### config.mk
export PLATFORM = sky130hd
export DESIGN_NAME = branch_predict_ctrl
export DESIGN_NICKNAME = d
export VERILOG_FILES = /design/src/rtl/branch_predict_ctrl_pkg.sv /design/src/rtl/branch_predict_ctrl_sat.sv /design/src/rtl/branch_predict_ctrl.sv
export SDC_FILE = /design/constraint.sdc
export NUM_CORES = 2
export LEC_CHECK = 0
export BUFFER_PORTS_ARGS = -buffer_cell sky130_fd_sc_hd__buf_2
export CORE_ASPECT_RATIO = 2
export CORE_MARGIN = 5
export CORE_UTILIZATION = 60
export DETAILED_ROUTE_END_ITERATION = 16
export HOLD_SLACK_MARGIN = 0.03
export PLACE_DENSITY_LB_ADDON = 0.08
export SLEW_MARGIN = 20
export SYNTH_ARGS = -nofsm -noshare
export SYNTH_HDL_FRONTEND = slang
export SYNTH_SLANG_ARGS = --single-unit
### constraint.sdc
create_clock -name i_clk -period 6.3 [get_ports i_clk]
set_input_delay 0.315 -clock i_clk [delete_from_list [all_inputs] [get_ports i_clk]]
set_output_delay 0.315 -clock i_clk [all_outputs]
set_load 0.05 [all_outputs]
### src/rtl/branch_predict_ctrl_pkg.sv
// Shared types and PC slicing helpers for the BTB branch predictor.
// 2-bit counter codes, controller state, and the sequential-PC step.
package branch_predict_ctrl_pkg;

    typedef enum logic [1:0] {
        SNT = 2'b00,
        WNT = 2'b01,
        WT  = 2'b10,
        ST  = 2'b11
    } ctr_e;

    typedef enum logic {
        INIT = 1'b0,
        RUN  = 1'b1
    } state_e;

    localparam int unsigned PC_INC = 4;

    // Helpers work on a 64-bit view so any PC_W up to 64 can share them.
    function automatic logic [63:0] bp_index(input logic [63:0] pc, input int idx_w);
        return (pc >> 2) & ((64'd1 << idx_w) - 64'd1);
    endfunction

    function automatic logic [63:0] bp_tag(input logic [63:0] pc, input int idx_w);
        return pc >> (idx_w + 2);
    endfunction

endpackage

### src/rtl/branch_predict_ctrl_sat.sv
// 2-bit saturating up/down counter update, purely combinational.
// Holds at ST when counting up and at SNT when counting down.
module bp_sat_counter
    import branch_predict_ctrl_pkg::*;
(
    input  logic [1:0] i_ctr,
    input  logic       i_up,
    output logic [1:0] o_ctr
);

    always_comb begin
        o_ctr = i_ctr;
        if (i_up) begin
            if (i_ctr != ST) o_ctr = i_ctr + 2'd1;
        end else begin
            if (i_ctr != SNT) o_ctr = i_ctr - 2'd1;
        end
    end

endmodule

### src/rtl/branch_predict_ctrl.sv
// BTB predictor at IF, mispredict detection and redirect at ID, table training.
// Prediction and redirect are combinational; training and counters update at the clock edge.
module branch_predict_ctrl
    import branch_predict_ctrl_pkg::*;
#(
    parameter int IDX_W = 6,
    parameter int PC_W  = 32
) (
    input  logic            i_clk,
    input  logic            i_rst_n,
    input  logic [PC_W-1:0] i_if_pc,
    output logic            o_pred_taken,
    output logic [PC_W-1:0] o_pred_target,
    input  logic            i_id_valid,
    input  logic            i_stall,
    input  logic [PC_W-1:0] i_id_pc,
    input  logic            i_id_is_branch,
    input  logic            i_id_taken,
    input  logic [PC_W-1:0] i_id_target,
    input  logic            i_id_pred_taken,
    input  logic [PC_W-1:0] i_id_pred_target,
    output logic            o_flush,
    output logic [PC_W-1:0] o_redirect_pc,
    output logic            o_ready,
    output logic [31:0]     o_br_cnt,
    output logic [31:0]     o_mis_cnt
);

    localparam int ENTRIES = 1 << IDX_W;
    localparam int TAG_W   = PC_W - IDX_W - 2;

    logic              r_vld [ENTRIES];
    logic [TAG_W-1:0]  r_tag [ENTRIES];
    logic [PC_W-1:0]   r_tgt [ENTRIES];
    logic [1:0]        r_ctr [ENTRIES];

    state_e            r_state;
    logic [IDX_W-1:0]  r_ptr;
    logic              r_ready;
    logic [31:0]       r_br_cnt;
    logic [31:0]       r_mis_cnt;

    logic [IDX_W-1:0]  w_if_idx;
    logic [TAG_W-1:0]  w_if_tag;
    logic [IDX_W-1:0]  w_id_idx;
    logic [TAG_W-1:0]  w_id_tag;
    logic              w_id_hit;
    logic              w_res;
    logic              w_mispredict;
    logic [1:0]        w_ctr_nxt;

    assign w_if_idx = IDX_W'(bp_index(64'(i_if_pc), IDX_W));
    assign w_if_tag = TAG_W'(bp_tag(64'(i_if_pc), IDX_W));
    assign w_id_idx = IDX_W'(bp_index(64'(i_id_pc), IDX_W));
    assign w_id_tag = TAG_W'(bp_tag(64'(i_id_pc), IDX_W));

    // Array reads see the pre-edge contents, so an IF/ID index collision predicts from the old entry.
    assign o_pred_taken  = (r_state == RUN) & r_vld[w_if_idx] &
                           (r_tag[w_if_idx] == w_if_tag) & r_ctr[w_if_idx][1];
    assign o_pred_target = r_tgt[w_if_idx];

    assign w_id_hit = r_vld[w_id_idx] & (r_tag[w_id_idx] == w_id_tag);
    assign w_res    = i_id_valid & ~i_stall;

    assign w_mispredict = (i_id_is_branch & (i_id_taken != i_id_pred_taken)) |
                          (i_id_is_branch & i_id_taken & (i_id_target != i_id_pred_target)) |
                          (~i_id_is_branch & i_id_pred_taken);

    assign o_flush       = w_res & w_mispredict;
    assign o_redirect_pc = !o_flush ? '0 :
                           (i_id_is_branch & i_id_taken) ? i_id_target :
                           i_id_pc + PC_W'(PC_INC);

    bp_sat_counter u_sat (
        .i_ctr (r_ctr[w_id_idx]),
        .i_up  (i_id_taken),
        .o_ctr (w_ctr_nxt)
    );

    always_ff @(posedge i_clk or negedge i_rst_n) begin
        if (!i_rst_n) begin
            r_state <= INIT;
            r_ptr   <= '0;
            r_ready <= 1'b0;
        end else begin
            case (r_state)
                INIT: begin
                    r_ptr <= r_ptr + 1'b1;
                    if (r_ptr == IDX_W'(ENTRIES - 1)) begin
                        r_state <= RUN;
                        r_ready <= 1'b1;
                    end
                end
                RUN: r_ready <= 1'b1;
                default: r_state <= INIT;
            endcase
        end
    end

    // Table contents need no reset: INIT sweeps every entry before predictions are enabled.
    always_ff @(posedge i_clk) begin
        if (r_state == INIT) begin
            r_vld[r_ptr] <= 1'b0;
            r_ctr[r_ptr] <= WNT;
        end else if (w_res) begin
            if (i_id_is_branch) begin
                if (w_id_hit) begin
                    r_ctr[w_id_idx] <= w_ctr_nxt;
                    if (i_id_taken) r_tgt[w_id_idx] <= i_id_target;
                end else if (i_id_taken) begin
                    r_vld[w_id_idx] <= 1'b1;
                    r_tag[w_id_idx] <= w_id_tag;
                    r_tgt[w_id_idx] <= i_id_target;
                    r_ctr[w_id_idx] <= WT;
                end
            end else if (w_id_hit) begin
                r_vld[w_id_idx] <= 1'b0;
            end
        end
    end

    always_ff @(posedge i_clk or negedge i_rst_n) begin
        if (!i_rst_n) begin
            r_br_cnt  <= '0;
            r_mis_cnt <= '0;
        end else begin
            if (w_res && i_id_is_branch && r_br_cnt != '1) r_br_cnt <= r_br_cnt + 32'd1;
            if (o_flush && r_mis_cnt != '1) r_mis_cnt <= r_mis_cnt + 32'd1;
        end
    end

    assign o_ready   = r_ready;
    assign o_br_cnt  = r_br_cnt;
    assign o_mis_cnt = r_mis_cnt;

endmodule

After elaboration in Yosys (flattened, before gate mapping)
Memories as Yosys holds them, arrays and structs flattened.
Index checks and enable logic that the tools add are counted.
{"block": "totals", "register_bits": 72, "mem_bits_rw": 3776, "input_bits": 135, "output_inout_bits": 131, "memories": 4}
{"memory": "r_tgt", "words": 64, "width": 32, "rd": 1, "rd_ports_with_merged_regs": 0, "wr": 1, "line_no": "branch_predict_ctrl.sv:34", "rtl": "logic [PC_W-1:0] r_tgt [ENTRIES];"}
{"memory": "r_tag", "words": 64, "width": 24, "rd": 2, "rd_ports_with_merged_regs": 0, "wr": 1, "line_no": "branch_predict_ctrl.sv:33", "rtl": "logic [TAG_W-1:0] r_tag [ENTRIES];"}
{"memory": "r_ctr", "words": 64, "width": 2, "rd": 2, "rd_ports_with_merged_regs": 0, "wr": 1, "line_no": "branch_predict_ctrl.sv:35", "rtl": "logic [1:0] r_ctr [ENTRIES];"}
{"memory": "r_vld", "words": 64, "width": 1, "rd": 2, "rd_ports_with_merged_regs": 0, "wr": 1, "line_no": "branch_predict_ctrl.sv:32", "rtl": "logic r_vld [ENTRIES];"}
{"block": "op_classes", "addsub": 6, "n_eq_ne": 9, "n_mux": 39, "bitwise_logic": 18, "n_reduce_logical": 6}
{"cell": "32-bit 2-to-1 mux", "count": 3}
{"cell": "32-bit by 1-bit adder with 32-bit output, second input constant", "count": 2}
{"cell": "32-bit inequality test, second input constant", "count": 2}
{"cell": "24-bit equality test", "count": 2}
{"cell": "32-bit by 3-bit adder with 32-bit output, second input constant", "count": 1}
{"cell": "32-bit inequality test", "count": 1}
{"cell": "1-bit 2-to-1 mux", "count": 28}
{"cell": "6-bit 2-to-1 mux", "count": 2}
{"cell": "1-bit bitwise AND", "count": 10}
{"cell": "2-bit 2-to-1 mux", "count": 5}
{"cell": "6-bit by 1-bit adder with 6-bit output, second input constant", "count": 1}
{"cell": "6-bit equality test, second input constant", "count": 1}
{"cell": "1-bit bitwise OR", "count": 5}
{"cell": "2-bit inequality test, second input constant", "count": 2}
{"cell": "1-bit logical AND", "count": 3}
{"cell": "1-bit inverter", "count": 3}
{"cell": "2-bit by 1-bit adder with 2-bit output, second input constant", "count": 1}
{"cell": "1-bit case mux with 2 select lines", "count": 1}
{"cell": "2-bit nonzero test", "count": 1}
{"cell": "2-bit OR reduction", "count": 1}
{"cell": "2-bit by 1-bit subtractor with 2-bit output, second input constant", "count": 1}
{"cell": "1-bit inequality test", "count": 1}
{"cell": "1-bit OR reduction", "count": 1}

Longest topological paths before layout
An unclocked memory read counts as a cell.
{"block": "logic_depth", "depth_word": 11, "depth_mapped": 17, "depth_no_buf": 12}

By module
A second synthesis with hierarchy kept.
{"block": "hier_totals", "cells_unflattened": 8143, "area_unflattened_um2": 164620.4}
{"mod": "branch_predict_ctrl", "n_inst": 1, "cells_per_inst": 8140, "area_per_inst_um2": 164594.1, "seq_area_each_um2": 115190.5}
{"mod": "bp_sat_counter", "n_inst": 1, "cells_per_inst": 3, "area_per_inst_um2": 26.3, "seq_area_each_um2": 0.0}

Worst setup path before layout
Ideal clock, no wire load.
{"block": "synth_path", "kind": "input to register", "from": "in i_id_pc[2]", "to": "mem r_ctr[0][0] (data pin)", "setup_ps": 567, "t_arrival_ps": 5061, "required_ps": 5733, "setup_slack_ps": 672, "stages": 17, "n_path_buf": 7, "cell_sequence": "buf_6 > buf_6 > buf_6 > buf_2 > buf_2 > buf_1 > clkbuf_1 > mux2i_1 > nor2_1 > a21oi_1 > a21oi_1 > a221oi_1 > o22ai_1 > or3_1 > inv_1 > o21ai_0 > o221ai_1"}
{"block": "synth_via", "elab_chain_cells": 11}
{"element": "start, declared", "line_no": "branch_predict_ctrl.sv:16", "rtl": "input logic [PC_W-1:0] i_id_pc,"}
{"element": "memory read 64 x 24 bit"}
{"element": "24-bit equality test", "line_no": "branch_predict_ctrl.sv:62", "rtl": "assign w_id_hit = r_vld[w_id_idx] & (r_tag[w_id_idx] == w_id_tag);"}
{"element": "1-bit bitwise AND", "line_no": "branch_predict_ctrl.sv:62"}
{"element": "1-bit 2-to-1 mux", "line_no": "branch_predict_ctrl.sv:107", "rtl": "if (w_id_hit) begin"}
{"element": "1-bit 2-to-1 mux", "line_no": "branch_predict_ctrl.sv:106", "rtl": "if (i_id_is_branch) begin"}
{"element": "1-bit 2-to-1 mux", "line_no": "branch_predict_ctrl.sv:105", "rtl": "end else if (w_res) begin"}
{"element": "1-bit 2-to-1 mux", "line_no": "branch_predict_ctrl.sv:102", "rtl": "if (r_state == INIT) begin"}
{"element": "1-bit 2-to-1 mux, on equally long branches", "line_no": "branch_predict_ctrl.sv:108, branch_predict_ctrl.sv:114"}
{"element": "1-bit bitwise OR (no line)"}
{"element": "2-bit OR reduction (no line)"}
{"element": "2-bit 2-to-1 mux (no line) *"}
{"element": "end, declared", "line_no": "branch_predict_ctrl.sv:35"}
Mark *: on every way between the ends. The rest lies on a longest branch, timed or not.

Worst setup path after layout
{"block": "layout_path", "from": "in i_id_pc[5]", "to": "out o_redirect_pc[31]"}
{"block": "layout_via", "elab_chain_cells": 3}
{"element": "32-bit by 3-bit adder with 32-bit output", "line_no": "branch_predict_ctrl.sv:72", "rtl": "i_id_pc + PC_W'(PC_INC);"}
{"element": "32-bit 2-to-1 mux", "line_no": "branch_predict_ctrl.sv:71", "rtl": "(i_id_is_branch & i_id_taken) ? i_id_target :"}
{"element": "32-bit 2-to-1 mux", "line_no": "branch_predict_ctrl.sv:70", "rtl": "assign o_redirect_pc = !o_flush ? '0 :"}
{"element": "end, declared", "line_no": "branch_predict_ctrl.sv:23", "rtl": "output logic [PC_W-1:0] o_redirect_pc,"}
No other way between the ends.

==> results.sh <==
export IMPL_run_status="complete, no violations"
export IMPL_setup_worst_path_end_class="output port"
export IMPL_antenna_left=0
export IMPL_cts_sinks=3848
export IMPL_timing_max_cap_violations=0
export IMPL_ioPinCount=266
export IMPL_yosysSeqAreaShare_pct=70.7
export IMPL_place_inst=11697
export IMPL_chipWidth_um=378
export IMPL_setup_violations=0
export IMPL_synthFlopType="sky130_fd_sc_hd__edfxtp_1"
export IMPL_timing_worst_setup_path_type="input pin to output port"
export IMPL_cts_htree_levels=5
export IMPL_maxSlewHeadroom_pct=20.4
export IMPL_netSwitchingFraction_pct=22.7
export IMPL_syn_num_nets=7963
export IMPL_cts_post_setup_buffers_inserted=0
export IMPL_hpwl_mm=376
export IMPL_post_cts_clock_slew_at_the_launch_and_capture_registers_of_the_worst_setup_and_hold_paths_ps=70
export IMPL_drt_iter0_drc=13680
export IMPL_overflow=0
export IMPL_viasPerCell=7.53
export IMPL_ys_warnings_count=0
export IMPL_crit_required_ps=5980
export IMPL_worstPathMaxFanout=21
export IMPL_placed_cell_area_mm2=0.175
export IMPL_number_of_enable_type_register_cells_in_the_synthesized_netlist=3776
export IMPL_cts_buffers_inserted=329
export IMPL_antenna_violations_before_repair=27
export IMPL_cts_tree="done"
export IMPL_remaining_drc_errors=0
export IMPL_post_route_cell_area_mm2=0.185
export IMPL_totalWireLength_mm=569
export IMPL_average_wire_length_per_cell_after_detail_routing_um=46.1
export IMPL_post_cts_resize_count=0
export IMPL_floorplan_initialDensity_pct=60.3
export IMPL_synth_top_area_share_pct=69.6
export IMPL_ys_async_sr_fraction_pct=1.87
export IMPL_power_share_combinational_pct=7.7
export IMPL_routabilityCongestion=1.04
export IMPL_startpoint_type="input pin"
export IMPL_place_port_buffers=263
export IMPL_yosysUniqueCellTypes=81
export IMPL_finalSetupTns_ps=0
export IMPL_first_pass_iters=8
export IMPL_timing_hold_violations_final=0
export IMPL_power_leakage_nw=58.2
export IMPL_seq_power_share_pct=53.3
export IMPL_vias=92953
export IMPL_nets=8654
export IMPL_mappedNetlistArea_mm2=0.163
export IMPL_synthCells=7824
export IMPL_critical_path_arrival_ps=5920
export IMPL_clock_insertion_delay_worst_skew_ps=920
export IMPL_finish_cell_count_without_fillers=12340
export IMPL_area_growth_syn_to_layout_pct=13.9
export IMPL_clockRootBuffer="sky130_fd_sc_hd__clkbuf_16"
export IMPL_largest_net_degree_at_the_start_of_global_routing=130
export IMPL_drive_gt1_share_pct=34.7
export IMPL_first_global_vias=94728
export IMPL_final_max_slew_violation_count=0
export IMPL_cts_root_to_sink_buffers=4
export IMPL_fmaxAchievable_mhz=160
export IMPL_synth_largest_area_cell="sky130_fd_sc_hd__edfxtp_1"
export IMPL_final_period_utilization_pct=98.9
export IMPL_first_pass_grt_wire_length_mm=768
export IMPL_grtUsageTotal_pct=40.5
export IMPL_synthTopCellsByArea="sky130_fd_sc_hd__edfxtp_1, sky130_fd_sc_hd__mux4_2, sky130_fd_sc_hd__dfrtp_1, sky130_fd_sc_hd__mux2i_1, sky130_fd_sc_hd__a221oi_1"
export IMPL_p_int_mw=40.8
export IMPL_clock_skew_ps=47.6
export IMPL_report_power_total_mw=52.8
export IMPL_buffer_and_inverter_count_on_the_worst_path=3
export IMPL_hold_path_class="input pin to async pin"
export IMPL_core_area_mm2=0.270
export IMPL_clock_power_share_pct=39.0
export IMPL_power_switching_mw=12.0
export IMPL_synth_area_per_cell_um2=20.8
export IMPL_rows=270
export IMPL_power_density_cell_area_mw_per_mm2=285
export IMPL_timing_worst_slew_pin_value_ps=1190
export IMPL_worst_path_max_delay_cell="sky130_fd_sc_hd__and3_2"
export IMPL_cp_slowest_stage_delay_ps=770
export IMPL_die_h_um=747
export IMPL_critical_path_top_delay_family="simple AND/OR/NAND/NOR gates"
export IMPL_synth_seq_cells=3848
export IMPL_die_area_mm2=0.283
export IMPL_finalWorstPathRequiredPeriod_ps=6230
export IMPL_ir_drop_worst_case_vdd_v=0.000315
export IMPL_rsz0062_at_grt="false"
export IMPL_timing_critical_path_cells="buf_2 > buf_4 > and3_2 > nand2_1 > nor3_1 > nand4_1 > nor2_1 > nand4_1 > nor3_1 > xnor2_1 > a211oi_1 > buf_2"
==> flip-flops by register name (all words and copies together), names as in the netlist <==
register	flops
o_ready	1
r_vld	64
r_tgt	2048
r_ctr	128
r_state	1
r_ptr	6
r_tag	1536
o_mis_cnt	32
o_br_cnt	32
==> final timing paths <==
check,slack [ps],cells past startpoint,startpoint,end
hold / removal,2,2,i_rst_n,o_mis_cnt[3]
hold reg to reg,490,1,o_br_cnt[30],o_br_cnt[30]
setup / recovery,70,12,i_id_pc[5],o_redirect_pc[31]
max in group asynchronous,5700,2,i_rst_n,r_state
min in group i_clk,70,2,i_id_pc[29],r_tag[9][21]
setup reg to reg,1500,14,r_tag[56][20],r_tag[0][1]
==> cell usage in the layout, fill, tap and decap left out, types with 63 or more instances in the layout <==
master / instances
sky130_fd_sc_hd__a221oi_1: 122
sky130_fd_sc_hd__a22oi_1: 121
sky130_fd_sc_hd__buf_12: 193
sky130_fd_sc_hd__buf_2: 251
sky130_fd_sc_hd__buf_4: 428
sky130_fd_sc_hd__clkbuf_1: 64
sky130_fd_sc_hd__clkbuf_16: 337
sky130_fd_sc_hd__dfrtp_1: 72
sky130_fd_sc_hd__edfxtp_1: 3776
sky130_fd_sc_hd__mux2i_1: 122
sky130_fd_sc_hd__mux4_2: 1434
sky130_fd_sc_hd__nand2_1: 278
sky130_fd_sc_hd__nand3_1: 91
sky130_fd_sc_hd__nor2_1: 113
sky130_fd_sc_hd__nor2_4: 128
sky130_fd_sc_hd__o21ai_0: 73
sky130_fd_sc_hd__o21ai_1: 91
sky130_fd_sc_hd__xnor2_1: 99
sky130_fd_sc_hd__xor2_1: 63
==> cell type report <==
cell class / count / area, um^2
multi-input combinational: 3419 / 46500
tap: 3536 / 4420
sequential: 3848 / 115000
clock inverter: 192 / 1920
clock buffer: 401 / 8670
fill: 16979 / 84800
inverter: 14 / 56.3
antenna: 27 / 67.6
timing repair buffer: 903 / 8680
==> repair_timing <==
item,CTS,global route
hold buffers,19,2
endpoints found under the hold margin,256,41
setup endpoints to repair,0,0
==> cells by family after synthesis <==
logic type / after synthesis / synth area share (%)
simple gates: 881 / 2.56
mux: 1618 / 21.0
flops: 3848 / 70.7
buf+inv: 557 / 1.49
compound gates: 753 / 3.29
fa+ha+maj: 4 / 0.0307
xor+xnor: 163 / 0.877
==> cell usage after synthesis (all sizes together), types with 22 or more instances <==
| library cell | count |
|---|---|
| nand4 | 43 |
| a21oi | 62 |
| a22oi | 121 |
| clkbuf | 271 |
| nor4 | 31 |
| nor2 | 244 |
| and3 | 27 |
| a221oi | 122 |
| a211oi | 39 |
| o211ai | 22 |
| mux2 | 58 |
| nand2 | 281 |
| nand3b | 23 |
| o31ai | 38 |
| a31oi | 25 |
| xor2 | 64 |
| o21ai | 165 |
| mux4 | 1434 |
| o22ai | 35 |
| edfxtp | 3776 |
| mux2i | 126 |
| nand3 | 92 |
| a22o | 29 |
| buf | 272 |
| nor3 | 45 |
| xnor2 | 99 |
| dfrtp | 72 |
==> metrics by stage <==
| step | setup slack, ps | hold WS (ps) | util, % |
|---|---|---|---|
| after floorplan | 672 | 19.4 | - |
| after global placement | 608 | 458 | 64.6 |
| after detailed placement | 588 | 467 | 64.6 |
| after CTS | 650 | 35.3 | 68.6 |
| after global routing | 240 | 70.8 | 68.6 |
| final | 69.2 | 1.79 | 68.6 |
==> power by group through the flow <==
stage / logic, mW / clock network (mW) / registers (mW)
2_1_floorplan: 2.09 / 0 / 28.8
4_1_cts: 3.99 / 20.8 / 28.1
6_report: 4.06 / 20.6 / 28.1
3_3_place_gp: 3.91 / 0 / 28.7
3_5_place_dp: 3.97 / 0 / 28.7
5_1_grt: 4.15 / 21.8 / 28.1
==> metal layers <==
layer	vias to the layer above	global-route usage, %	part of all wire, %	routed length [um]
li1	34972	-	-	-
met2	7191	66.1	49	280000
met5	-	0	0.012	71
met4	12	36.9	12	68200
met3	2249	8.82	9.8	55800
met1	48529	44.1	29	165000
(Power assumes the default switching activity.)
